$ cat src/rtl/proc_pkg.sv
// Shared processor definitions: opcodes, instruction field positions, special registers
// and field-extraction helpers for the 32-bit instruction format.
package proc_pkg;

    localparam logic [4:0] OP_RTYPE = 5'b00000;
    localparam logic [4:0] OP_J     = 5'b00001;
    localparam logic [4:0] OP_BNE   = 5'b00010;
    localparam logic [4:0] OP_JAL   = 5'b00011;
    localparam logic [4:0] OP_JR    = 5'b00100;
    localparam logic [4:0] OP_ADDI  = 5'b00101;
    localparam logic [4:0] OP_BLT   = 5'b00110;
    localparam logic [4:0] OP_SW    = 5'b00111;
    localparam logic [4:0] OP_LW    = 5'b01000;
    localparam logic [4:0] OP_SETX  = 5'b10101;
    localparam logic [4:0] OP_BEX   = 5'b10110;

    localparam int OPC_LO = 27;
    localparam int RD_LO  = 22;
    localparam int RS_LO  = 17;
    localparam int RT_LO  = 12;
    localparam int IMM_W  = 17;
    localparam int TGT_W  = 27;

    localparam logic [4:0] REG_ZERO   = 5'd0;
    localparam logic [4:0] REG_STATUS = 5'd30;
    localparam logic [4:0] REG_RA     = 5'd31;

    function automatic logic [4:0] insn_op(input logic [31:0] insn);
        return insn[OPC_LO +: 5];
    endfunction

    function automatic logic [4:0] insn_rd(input logic [31:0] insn);
        return insn[RD_LO +: 5];
    endfunction

    function automatic logic [4:0] insn_rs(input logic [31:0] insn);
        return insn[RS_LO +: 5];
    endfunction

    function automatic logic [4:0] insn_rt(input logic [31:0] insn);
        return insn[RT_LO +: 5];
    endfunction

endpackage

$ cat src/rtl/decode_regsel.sv
// Combinational opcode -> register-file read address (A, B) selection.
module decode_regsel
    import proc_pkg::*;
#(
    parameter int WIDTH = 32,
    parameter int REGW  = 5
) (
    input  logic             valid_i,
    input  logic [WIDTH-1:0] insn_i,
    output logic [REGW-1:0]  ra_o,
    output logic [REGW-1:0]  rb_o
);

    logic [31:0] insn;
    logic [4:0]  rd, rs, rt;

    assign insn = insn_i[31:0];
    assign rd   = insn_rd(insn);
    assign rs   = insn_rs(insn);
    assign rt   = insn_rt(insn);

    // Low immediate bits never steer the read ports.
    logic unused_bits;
    assign unused_bits = ^insn[11:0];

    always_comb begin
        ra_o = '0;
        rb_o = '0;
        if (valid_i) begin
            case (insn_op(insn))
                OP_RTYPE:        begin ra_o = REGW'(rs);         rb_o = REGW'(rt); end
                OP_ADDI, OP_LW:  begin ra_o = REGW'(rs);         rb_o = '0;        end
                OP_SW:           begin ra_o = REGW'(rs);         rb_o = REGW'(rd); end
                OP_BNE, OP_BLT:  begin ra_o = REGW'(rd);         rb_o = REGW'(rs); end
                OP_JR:           begin ra_o = REGW'(rd);         rb_o = '0;        end
                OP_BEX:          begin ra_o = REGW'(REG_STATUS); rb_o = '0;        end
                default:         begin ra_o = '0;                rb_o = '0;        end
            endcase
        end
    end

endmodule

$ cat src/rtl/decode_stage.sv
// Decode stage: regfile address select, load-use hazard, flush/stall, D/X latch.
// Optional W->D operand bypass enabled by defining DECODE_WD_BYPASS_EN.
module decode_stage
    import proc_pkg::*;
#(
    parameter int WIDTH = 32,
    parameter int REGW  = 5
) (
    input  logic             clock,
    input  logic             ctrl_reset,
    input  logic             fd_valid,
    input  logic [WIDTH-1:0] fd_pc,
    input  logic [WIDTH-1:0] fd_insn,
    output logic [REGW-1:0]  ctrl_readRegA,
    output logic [REGW-1:0]  ctrl_readRegB,
    input  logic [WIDTH-1:0] data_readRegA,
    input  logic [WIDTH-1:0] data_readRegB,
    input  logic             w_we,
    input  logic [REGW-1:0]  w_rd,
    input  logic [WIDTH-1:0] w_data,
    input  logic             x_flush,
    input  logic             x_stall,
    output logic             stall_fd,
    output logic             dx_valid,
    output logic [WIDTH-1:0] dx_pc,
    output logic [WIDTH-1:0] dx_insn,
    output logic [WIDTH-1:0] dx_a,
    output logic [WIDTH-1:0] dx_b,
    output logic [WIDTH-1:0] dx_imm,
    output logic [WIDTH-1:0] dx_target
);

    logic             dx_valid_q, dx_valid_d;
    logic [WIDTH-1:0] dx_pc_q, dx_pc_d;
    logic [WIDTH-1:0] dx_insn_q, dx_insn_d;
    logic [WIDTH-1:0] dx_a_q, dx_a_d;
    logic [WIDTH-1:0] dx_b_q, dx_b_d;
    logic [WIDTH-1:0] dx_imm_q, dx_imm_d;
    logic [WIDTH-1:0] dx_target_q, dx_target_d;

    logic [REGW-1:0]  ra, rb;
    logic [WIDTH-1:0] opa, opb;
    logic [4:0]       dx_op, dx_rd;
    logic             hazard;

    decode_regsel #(.WIDTH(WIDTH), .REGW(REGW)) u_regsel (
        .valid_i (fd_valid),
        .insn_i  (fd_insn),
        .ra_o    (ra),
        .rb_o    (rb)
    );

    assign ctrl_readRegA = ra;
    assign ctrl_readRegB = rb;

    assign dx_op  = insn_op(dx_insn_q[31:0]);
    assign dx_rd  = insn_rd(dx_insn_q[31:0]);
    assign hazard = dx_valid_q && (dx_op == OP_LW) && (dx_rd != REG_ZERO) &&
                    ((REGW'(dx_rd) == ra) || (REGW'(dx_rd) == rb)) && fd_valid;
    assign stall_fd = hazard || x_stall;

    // Operand capture; register 0 is forced to zero after any bypass.
    always_comb begin
        opa = data_readRegA;
        opb = data_readRegB;
`ifdef DECODE_WD_BYPASS_EN
        if (w_we && (w_rd != '0) && (w_rd == ra)) opa = w_data;
        if (w_we && (w_rd != '0) && (w_rd == rb)) opb = w_data;
`endif
        if (ra == '0) opa = '0;
        if (rb == '0) opb = '0;
    end

`ifndef DECODE_WD_BYPASS_EN
    logic unused_wb;
    assign unused_wb = w_we ^ (^w_rd) ^ (^w_data);
`endif

    always_comb begin
        dx_valid_d  = dx_valid_q;
        dx_pc_d     = dx_pc_q;
        dx_insn_d   = dx_insn_q;
        dx_a_d      = dx_a_q;
        dx_b_d      = dx_b_q;
        dx_imm_d    = dx_imm_q;
        dx_target_d = dx_target_q;
        if (x_flush) begin
            dx_valid_d = 1'b0;
        end else if (x_stall) begin
            dx_valid_d = dx_valid_q;
        end else if (hazard) begin
            dx_valid_d = 1'b0;
            dx_insn_d  = '0;
        end else begin
            dx_valid_d  = fd_valid;
            dx_pc_d     = fd_pc;
            dx_insn_d   = fd_insn;
            dx_a_d      = opa;
            dx_b_d      = opb;
            dx_imm_d    = {{(WIDTH-IMM_W){fd_insn[IMM_W-1]}}, fd_insn[IMM_W-1:0]};
            dx_target_d = {{(WIDTH-TGT_W){1'b0}}, fd_insn[TGT_W-1:0]};
        end
    end

    always_ff @(posedge clock) begin
        if (!ctrl_reset) begin
            dx_valid_q  <= 1'b0;
            dx_pc_q     <= '0;
            dx_insn_q   <= '0;
            dx_a_q      <= '0;
            dx_b_q      <= '0;
            dx_imm_q    <= '0;
            dx_target_q <= '0;
        end else begin
            dx_valid_q  <= dx_valid_d;
            dx_pc_q     <= dx_pc_d;
            dx_insn_q   <= dx_insn_d;
            dx_a_q      <= dx_a_d;
            dx_b_q      <= dx_b_d;
            dx_imm_q    <= dx_imm_d;
            dx_target_q <= dx_target_d;
        end
    end

    assign dx_valid  = dx_valid_q;
    assign dx_pc     = dx_pc_q;
    assign dx_insn   = dx_insn_q;
    assign dx_a      = dx_a_q;
    assign dx_b      = dx_b_q;
    assign dx_imm    = dx_imm_q;
    assign dx_target = dx_target_q;

endmodule

$ cat config.mk
export PLATFORM = sky130hd
export DESIGN_NAME = decode_stage
export DESIGN_NICKNAME = d
export VERILOG_FILES = /design/src/rtl/proc_pkg.sv /design/src/rtl/decode_regsel.sv /design/src/rtl/decode_stage.sv
export SDC_FILE = /design/constraint.sdc
export NUM_CORES = 1
export LEC_CHECK = 0
export CAP_MARGIN = 20
export CORE_AREA = 2 2 147 149
export DETAILED_ROUTE_END_ITERATION = 12
export DIE_AREA = 0 0 149 151
export PLACE_DENSITY = 0.68
export SYNTH_ARGS = -nofsm -noshare
export SYNTH_HDL_FRONTEND = slang
export SYNTH_SLANG_ARGS = --single-unit
$ cat constraint.sdc
create_clock -name clock -period 9 [get_ports clock]
set_input_delay 1.35 -clock clock [delete_from_list [all_inputs] [get_ports clock]]
set_output_delay 1.35 -clock clock [all_outputs]
set_load 0.02 [all_outputs]
======== Word-level counts from Yosys, hierarchy flattened ========
Index checks and enable logic that the tools add are counted.
storage, ports and cells
  word-level logic and storage cells ...... 45
  output and inout port bits .............. 204
  latch bits .............................. 0
  bits of input ports ..................... 171
  memories kept ........................... 0
  bits in registers ....................... 173
  RAM bits ................................ 0
  ROM bits ................................ 0
operators by class
  div/mod/pow operators ................... 0
  bitwise gates (word level) .............. 4
  equality and inequality tests ........... 10
  $add $sub $neg .......................... 0
  order comparisons ....................... 0
  multipliers ............................. 0
  muxes and demuxes ....................... 8
  shift operators ......................... 0
  reduce and logical (&&, ||, !) cells .... 16
operator list
  operator              number
  $mux W32              3
  $pmux W5 S3           2
  $eq A5 B3 Y1 const B  4
  $logic_not A5 Y1      3
  $eq A5 B4 Y1 const B  2
  $eq A5 B5 Y1          2
  $mux W5               2
  $eq A5 B2 Y1 const B  1
  $eq A5 B5 Y1 const B  1
  $reduce_bool A5 Y1    1
  $logic_and A1 B1 Y1   4
  $not A1 Y1            4
  $reduce_or A2 Y1      2
  $reduce_or A4 Y1      1
  $reduce_and A3 Y1     1
  $reduce_or A3 Y1      1
  $logic_or A1 B1 Y1    2
  $reduce_and A2 Y1     1
  $mux W1               1

======== Logic depth before layout (Yosys ltp) ========
Gate-level depths: netlist of run 1.
  depth after elaboration ................. 10
  mapped depth ............................ 12
  mapped depth without buffers ............ 8

======== Modules after synthesis ========
From an unflattened synthesis of run 1, not the netlist that was laid out.
second synthesis, totals
  cells, all modules ...................... 796
  area total of the unflattened synthesis .. 7,008.0 um^2
modules (own cells, without submodules)
  module         area an instance (um^2)  seq. area each (um^2)  times used  cells each
  decode_stage   6,685.2                  3,123.0                1           750
  decode_regsel  322.8                    0.0                    1           46

======== Worst setup path after synthesis of run 1 ========
OpenSTA, ideal clock, no wires.
  path kind ............................... input -> output
  from .................................... in fd_insn[31]
  to ...................................... out stall_fd
  data arrival time ....................... 3.600 ns
  buffers on the path ..................... 2
  stages .................................. 9
  required time ........................... 7.650 ns
  setup slack ............................. 4.050 ns
  cell sequence ........................... buf_4 -> nor2_1 -> a221oi_1 -> a2111oi_4 -> xor2_1 -> a2111oi_2 -> a22oi_2 -> buf_2 -> nand2b_1
between the ends
  word-level cells in the longest chain between the ends .. 9
  elaborated cells between the ends (all ways) .. 21
  those cells by class .................... eq/ne (9); mux (4); reduce/logical (8)
RTL lines
  what                                                                   line                 source
  from (decl)                                                            decode_stage.sv:13   input logic [WIDTH-1:0] fd_insn,
  $eq A5 B3 Y1, or another cell as far along                             decode_regsel.sv:30  case (insn_op(insn))
  $reduce_or A4 Y1 (no source line) or $reduce_or A3 Y1 (tied branches)  -
  $pmux W5 S3 *                                                          decode_regsel.sv:30
  $mux W5 *                                                              decode_regsel.sv:29  if (valid_i) begin
  via ctrl_readRegA[0]                                                   decode_stage.sv:14   output logic [REGW-1:0] ctrl_readRegA,
  $eq A5 B5 Y1 *                                                         decode_stage.sv:59   ((REGW'(dx_rd) == ra) || (REGW'(dx_rd) == rb)) && fd_valid;
  $logic_or A1 B1 Y1 *                                                   decode_stage.sv:59
  $logic_and A1 B1 Y1 *                                                  decode_stage.sv:58   assign hazard = dx_valid_q && (dx_op == OP_LW) && (dx_rd != REG_ZERO) &&
  $logic_and A1 B1 Y1 *                                                  decode_stage.sv:59
  $logic_or A1 B1 Y1 *                                                   decode_stage.sv:60   assign stall_fd = hazard || x_stall;
  to (decl)                                                              decode_stage.sv:23   output logic stall_fd,
The timed path passes the listed nets; every way through them passes the cells marked *.

======== Worst setup path in the final report of run 1 ========
  from .................................... in fd_insn[31]
  to ...................................... out stall_fd
between the ends
  word-level cells in the longest chain between the ends .. 9
  elaborated cells between the ends (all ways) .. 21
  those cells by class .................... eq/ne (9); mux (4); reduce/logical (8)
RTL lines
  what                                                             line
  $eq A5 B3 Y1, or another cell as far along                       decode_regsel.sv:30
  $reduce_or A4 Y1 (no source line), or another cell as far along  -
  $pmux W5 S3                                                      decode_regsel.sv:30
  $mux W5                                                          decode_regsel.sv:29
  $eq A5 B5 Y1                                                     decode_stage.sv:59
  $logic_or A1 B1 Y1 *                                             decode_stage.sv:59
  $logic_and A1 B1 Y1 *                                            decode_stage.sv:58
  $logic_and A1 B1 Y1 *                                            decode_stage.sv:59
  $logic_or A1 B1 Y1 *                                             decode_stage.sv:60
Every way passes the cells marked *; elsewhere a longest branch is shown, timed or not.

==> impl_metrics.py, run 1 <==
metrics = {
    "logic_synthesis": {
        "ys_seq_area_share_pct": 45.9,
        "yosysTopAreaCell": "dfxtp_1",
        "synth_cells": 794,
        "muxShareOfSynthArea_pct": 4.71,
        "ys_top_cells_by_area": "dfxtp_1 46%, nand2_1 7.0%, o21ai_0 5.5%, mux2i_1 4.7%, buf_4 4.5%",
        "yosysMostFrequentCell": "dfxtp_1",
        "async_reset_ff_share_pct": 0,
        "synth_cell_type_count": 59,
        "syn_area_um2": 6800,
        "synth-simple-area-share_pct": 20.8,
        "synth_compound_area_share_pct": 18.7,
        "netlist.area_leader.share_pct": 45.9,
        "synth-edff-count": 0,
        "synth_xor_area_share_pct": 0.386,
        "synth.cells.most_frequent": "156 x dfxtp_1, 126 x nand2_1, 75 x o21ai_0, 47 x clkbuf_1, 45 x nand4_1",
        "yosys_warnings": 0,
        "avgSynthCellArea_um2": 8.56,
        "synth-adder-area-share_pct": 0,
        "synth_top_family_by_area": "simple AND/OR/NAND/NOR gates",
        "synth.ff_latch_count": 156,
        "synthFlopType": "dfxtp_1",
    },
    "die": {
        "start_util_pct": 32.7,
        "io_pins": 375,
        "die_w_um": 149,
        "die_area_um2": 22500,
        "core_um2": 20800,
        "fp-row-count": 53,
        "die_y_um": 151,
    },
    "placed_design": {
        "port_buffers": 331,
        "gp_congestion": 0.870,
        "hpwlAfterDp_um": 15500,
        "pre_cts_ws_ps": 2210,
        "place_area_um2": 9970,
        "dp.cells": 1306,
    },
    "layout": {
        "antennaDiodeCount": 0,
        "fillers": 2012,
        "drive_gt1_share_pct": 5.55,
        "fin_util_pct": 50.7,
        "regArea_um2": 3120,
        "area_delta_synth_final_pct": 55.3,
        "finish.instance_area_um2": 10600,
        "nNetsFinal": 1222,
        "layoutNonFillerInstCount": 1339,
        "multi_input_area_um2": 3090,
    },
    "route": {
        "dr_total_vias": 6665,
        "wl_per_cell_um": 17.0,
        "routed_wl_um": 22700,
        "vias_per_cell": 4.98,
        "first_pass_iters": 4,
        "drtIter0Drc": 344,
        "ant_nets": 0,
        "drc": 0,
    },
    "setup_path": {
        "required_ps": 7650,
        "cp_cell_sequence": "clkdlybuf4s50_1, nor2_1, o2111ai_1, buf_4, a21oi_1, o311ai_0, a2111oi_0, a22oi_2, buf_4, nand2b_1, clkdlybuf4s50_1",
        "crit_family": "buffers and inverters",
        "rr_startpoint": "dx_valid$_SDFFE_PP0N_",
        "path_buf_inv": 4,
        "worstPathArrival_ps": 5170,
        "cp-startpoint": "fd_insn[31]",
        "critPathLaunchType": "primary input",
        "crit_type": "in -> out",
        "cpMaxStageDelayCell": "a2111oi_0",
        "critPathCaptureType": "primary output",
        "cp_slowest_stage_delay_ps": 710,
        "cp_max_fo": 39,
    },
    "hold_path": {
        "min-delay-start": "dx_a[30]$_SDFFE_PN0P_",
        "hold_path.class": "reg -> reg",
    },
    "clock_network": {
        "cts.sinks": 156,
        "cts_buffers": 17,
        "clock_latency_ps": 420,
        "postCtsSetupBuffers": 0,
        "cts_tree": "yes",
        "cts-resized-gates": 0,
        "cts_buffer_depth": 2,
        "clk_pin_slew_worst_paths_ps": 70,
        "cts-hold-fix-buffers": 0,
        "clockRootBuffer": "clkbuf_16",
        "htree_levels": 4,
    },
    "sta": {
        "hold_viol_final": 0,
        "finalMaxSlewViolations": 0,
        "period_share_pct": 72.4,
        "finClkSkew_ps": 11.8,
        "max_freq_mhz": 153,
        "worst_slew_pin_slew_ps": 975,
        "finalSetupTns_ps": 0,
        "setup_ws_ps": 2480,
        "rsz0062_at_grt": "no",
        "slew_headroom_pct": 35.0,
        "fin_crit_ps": 6520,
        "setup-violations-final": 0,
    },
    "grt": {
        "grt_max_degree": 89,
        "grt_overflow": 0,
        "first_global_vias": 6252,
        "grt_antenna_before_repair": 0,
        "grt_pass1_wl_um": 34900,
        "grt_usage_pct": 19.5,
    },
    "run_status": {
        "status": "finished clean",
    },
    "power_and_ir_drop": {
        "peakVddDrop_mv": 0.114,
        "p_leak_nw": 3.62,
        "p_per_area_nw_per_um2": 160,
    },
    "job": {
        "drv_cap": 0,
    },
}
==> where the power goes <==
part | internal, mW | switching [mW] | total, mW
clock | 0.405 | 0.308 | 0.713
combinational | 0.126 | 0.126 | 0.252
sequential | 0.712 | 0.0145 | 0.726
total | 1.24 | 0.448 | 1.69
==> placed cells by master (no fill, tap or decap), drive strengths merged, types with 12 or more instances in the layout <==
master,Yosys,routed
a21oi,36,36
a22o,21,21
a31oi,13,13
and2,17,17
buf,61,12
clkbuf,47,20
clkdlybuf4s50,0,330
dfxtp,156,156
inv,8,14
mux2i,32,32
nand2,126,126
nand3,37,37
nand4,45,45
nor2,29,29
o21ai,81,81
o2bb2ai,15,15
==> final timing paths <==
check,endpoint,slack (ps),cells after the start
max,stall_fd,2480,11
min,dx_a[30]$_SDFFE_PN0P_,450,2
max reg2reg,dx_a[6]$_SDFFE_PN0P_,5560,10
min reg2reg,dx_a[30]$_SDFFE_PN0P_,450,2
==> stage by stage <==
stage               hold slack, ps  power [mW]
floorplan                      527       0.864
global placement               437       0.993
detailed placement             445       0.994
CTS                            458        1.72
global route                   472        1.76
finish                         450        1.69
==> worst min-delay path, stage by stage, from the launching register on <==
cell and delay, ps:
dfxtp_1 310, nand2_1 50, o21ai_1 50
==> final cells by class <==
| type | count | share of cell area [%] |
|---|---|---|
| clock buffers | 20 | 4.32 |
| clock inverters | 12 | 1.22 |
| inverters | 8 | 0.284 |
| multi-input cells | 526 | 29.2 |
| flip-flops and latches | 156 | 29.6 |
| well taps | 275 | 3.26 |
| repair buffers | 342 | 32.1 |
==> registers in the layout, summed over array words and instances, names as in the netlist <==
signal / cells
dx_target: 11
dx_b: 32
dx_imm: 16
dx_valid: 1
dx_a: 32
dx_insn: 32
dx_pc: 32
==> layer usage <==
metal | wire length (µm) | global-route usage, %
met5 | 0 | 0
met4 | 209 | 4.05
met3 | 1990 | 6.45
met2 | 10900 | 31.6
met1 | 9640 | 25.4
==> kinds of logic (layout without fill, tap and decap cells) <==
logic type,count (synthesis),count (layout)
flip-flops,156,156
buffers and inverters,116,382
multiplexers,32,32
other,1,5
AO/OA/AOI/OAI,196,196
XOR/XNOR,3,3
AND/OR/NAND/NOR,290,290
(Power assumes the default switching activity.)
==> run 2, diff against run 1 <==
--- a/config.mk
+++ b/config.mk
@@ -6,10 +6,10 @@
 export NUM_CORES = 1
 export LEC_CHECK = 0
 export CAP_MARGIN = 20
-export CORE_AREA = 2 2 147 149
+export CORE_AREA = 2 2 144 146
 export DETAILED_ROUTE_END_ITERATION = 12
-export DIE_AREA = 0 0 149 151
-export PLACE_DENSITY = 0.68
+export DIE_AREA = 0 0 146 148
+export PLACE_DENSITY = 0.71
 export SYNTH_ARGS = -nofsm -noshare
 export SYNTH_HDL_FRONTEND = slang
 export SYNTH_SLANG_ARGS = --single-unit
==> constraint.sdc (replaced) <==
create_clock -name clock -period 6 [get_ports clock]
set_input_delay 0.9 -clock clock [delete_from_list [all_inputs] [get_ports clock]]
set_output_delay 0.9 -clock clock [all_outputs]
set_load 0.02 [all_outputs]
==> run 2 against run 1 <==
  * Sequential power increased by 50%
  * Largest cell class unchanged
  * Clock skew hardly changed
  * Clock power increased by 50%
  * Setup slack worse by 1900 ps
  * Power grew 50%
  * Routed wire length increased by 0.68%
  * Final area down 0.15%
  * Critical endpoint unchanged
  * Clock-buffer cell count fell by 3
  * Critical path type unchanged
  * First-iteration DRC count rose by 74%
  * Global-route usage increased by 0.80 points
  * Die area decreased by 4.0%
==> impl_metrics.py, run 2 (synthesized netlist as in run 1, its figures left out) <==
metrics = {
    "clock_network": {
        "cts_tree": "yes",
        "clock_latency_ps": 420,
        "htree_levels": 4,
        "cts_buffer_depth": 2,
        "cts-resized-gates": 0,
        "clk_pin_slew_worst_paths_ps": 60,
        "cts-hold-fix-buffers": 0,
        "cts.sinks": 156,
        "postCtsSetupBuffers": 0,
        "clockRootBuffer": "clkbuf_16",
        "cts_buffers": 17,
    },
    "grt": {
        "grt_overflow": 0,
        "grt_usage_pct": 20.3,
        "grt_max_degree": 89,
        "first_global_vias": 6295,
        "grt_pass1_wl_um": 35200,
        "grt_antenna_before_repair": 1,
    },
    "route": {
        "vias_per_cell": 5.13,
        "ant_nets": 0,
        "dr_total_vias": 6848,
        "drc": 0,
        "routed_wl_um": 22900,
        "wl_per_cell_um": 17.2,
        "first_pass_iters": 5,
        "drtIter0Drc": 598,
    },
    "setup_path": {
        "cp_slowest_stage_delay_ps": 730,
        "r2r_cells": 9,
        "rr_startpoint": "dx_insn[22]$_SDFFE_PN0P_",
        "cp_max_fo": 14,
        "critPathLaunchType": "primary input",
        "cp_cell_sequence": "clkdlybuf4s50_1, nor2_1, o2111ai_1, buf_4, a21oi_1, o311ai_0, a2111oi_0, a22oi_2, nand2b_1, clkdlybuf4s50_1",
        "critPathCaptureType": "primary output",
        "cpMostUsedCell": "clkdlybuf4s50_1",
        "r2r-end": "dx_imm[7]$_SDFFE_PN0P_",
        "crit_type": "in -> out",
        "regToRegSetupSlack_ps": 2460,
        "cpMaxStageDelayCell": "a2111oi_0",
        "worstPathArrival_ps": 4490,
        "required_ps": 5100,
    },
    "power_and_ir_drop": {
        "p_switching_mw": 0.697,
        "p_per_area_nw_per_um2": 241,
        "clkPwrFrac_pct": 42.2,
        "peakVddDrop_mv": 0.210,
        "pwr-share-comb_pct": 14.9,
        "seq_power_share_pct": 42.9,
        "p_leak_nw": 3.62,
        "internal-power_mw": 1.84,
        "switching_share_pct": 27.4,
        "p_total_mw": 2.54,
    },
    "hold_path": {
        "hold-path-endpoint": "dx_a[26]$_SDFFE_PN0P_",
        "hold_path.class": "reg -> reg",
        "min-delay-start": "dx_a[26]$_SDFFE_PN0P_",
        "holdPathStages": 2,
    },
    "placed_design": {
        "dp.cells": 1302,
        "hpwlAfterDp_um": 15600,
        "port_buffers": 331,
        "pre_cts_ws_ps": 682,
        "gp_congestion": 0.852,
    },
    "die": {
        "io_pins": 375,
        "start_util_pct": 33.9,
        "core_um2": 20000,
        "fp-row-count": 52,
        "die_w_um": 146,
        "die_y_um": 148,
        "die_area_um2": 21600,
    },
    "job": {
        "drv_cap": 0,
    },
    "sta": {
        "setup_ws_ps": 607,
        "max_freq_mhz": 185,
        "finalMaxSlewViolations": 0,
        "slew_headroom_pct": 35.1,
        "fin_crit_ps": 5390,
        "rsz0062_at_grt": "no",
        "period_share_pct": 89.9,
        "finalSetupTns_ps": 0,
        "hold_viol_final": 0,
        "finClkSkew_ps": 11.6,
        "setup-violations-final": 0,
        "worst_slew_pin_slew_ps": 973,
    },
    "layout": {
        "final_common_cell": "clkdlybuf4s50_1",
        "nNetsFinal": 1222,
        "final_cell_mix": "330 x clkdlybuf4s50_1, 156 x dfxtp_1, 126 x nand2_1",
        "fin_util_pct": 52.6,
        "drive_gt1_share_pct": 5.45,
        "layoutNonFillerInstCount": 1335,
        "area_delta_synth_final_pct": 55.1,
    },
    "run_status": {
        "status": "finished clean",
    },
}
## run 2: critical path: cells and delay by family
family,cells,cell delay [ps]
buffers and inverters,3,1500
AO/OA/AOI/OAI,5,1370
AND/OR/NAND/NOR,2,720
## run 2: layout make-up
cell class              count  area [µm²]
diodes                      1        2.50
clock buffers              17         425
clock inverters            15         150
fillers                  1890        9490
inverters                   8        30.0
multi-input cells         526        3080
flip-flops and latches    156        3120
well taps                 270         338
repair buffers            342        3390
## run 2: how the worst max path moves through the flow
stage,from,to,slack (ps),cells after the start
after detailed placement,fd_insn[31],stall_fd,680,10
final,fd_insn[31],stall_fd,610,10
after global routing,fd_insn[31],stall_fd,360,10
after CTS,fd_insn[31],stall_fd,670,10
after floorplan,fd_insn[31],stall_fd,1950,9
after global placement,fd_insn[31],stall_fd,730,10
## run 2: through the flow
step	cell area, µm²	hold WS [ps]
6_report	10500	452
3_3_place_gp	9970	436
4_1_cts	10500	451
5_1_grt	10500	468
3_5_place_dp	9970	442
2_1_floorplan	6820	527
## run 2: power groups by stage
stage          Clock (mW)  Combinational, mW  Sequential (mW)
6_report             1.07              0.379             1.09
5_1_grt              1.15              0.403             1.09
4_1_cts              1.10              0.381             1.09
3_5_place_dp            0              0.380             1.11
3_3_place_gp            0              0.378             1.11
2_1_floorplan           0              0.148             1.15
## run 2: metal layers
metal,share of wire [%],GRT usage (%)
met5,0,0
met4,1.5,5.24
met3,9.5,7.41
met2,47,32.6
met1,42,25.9
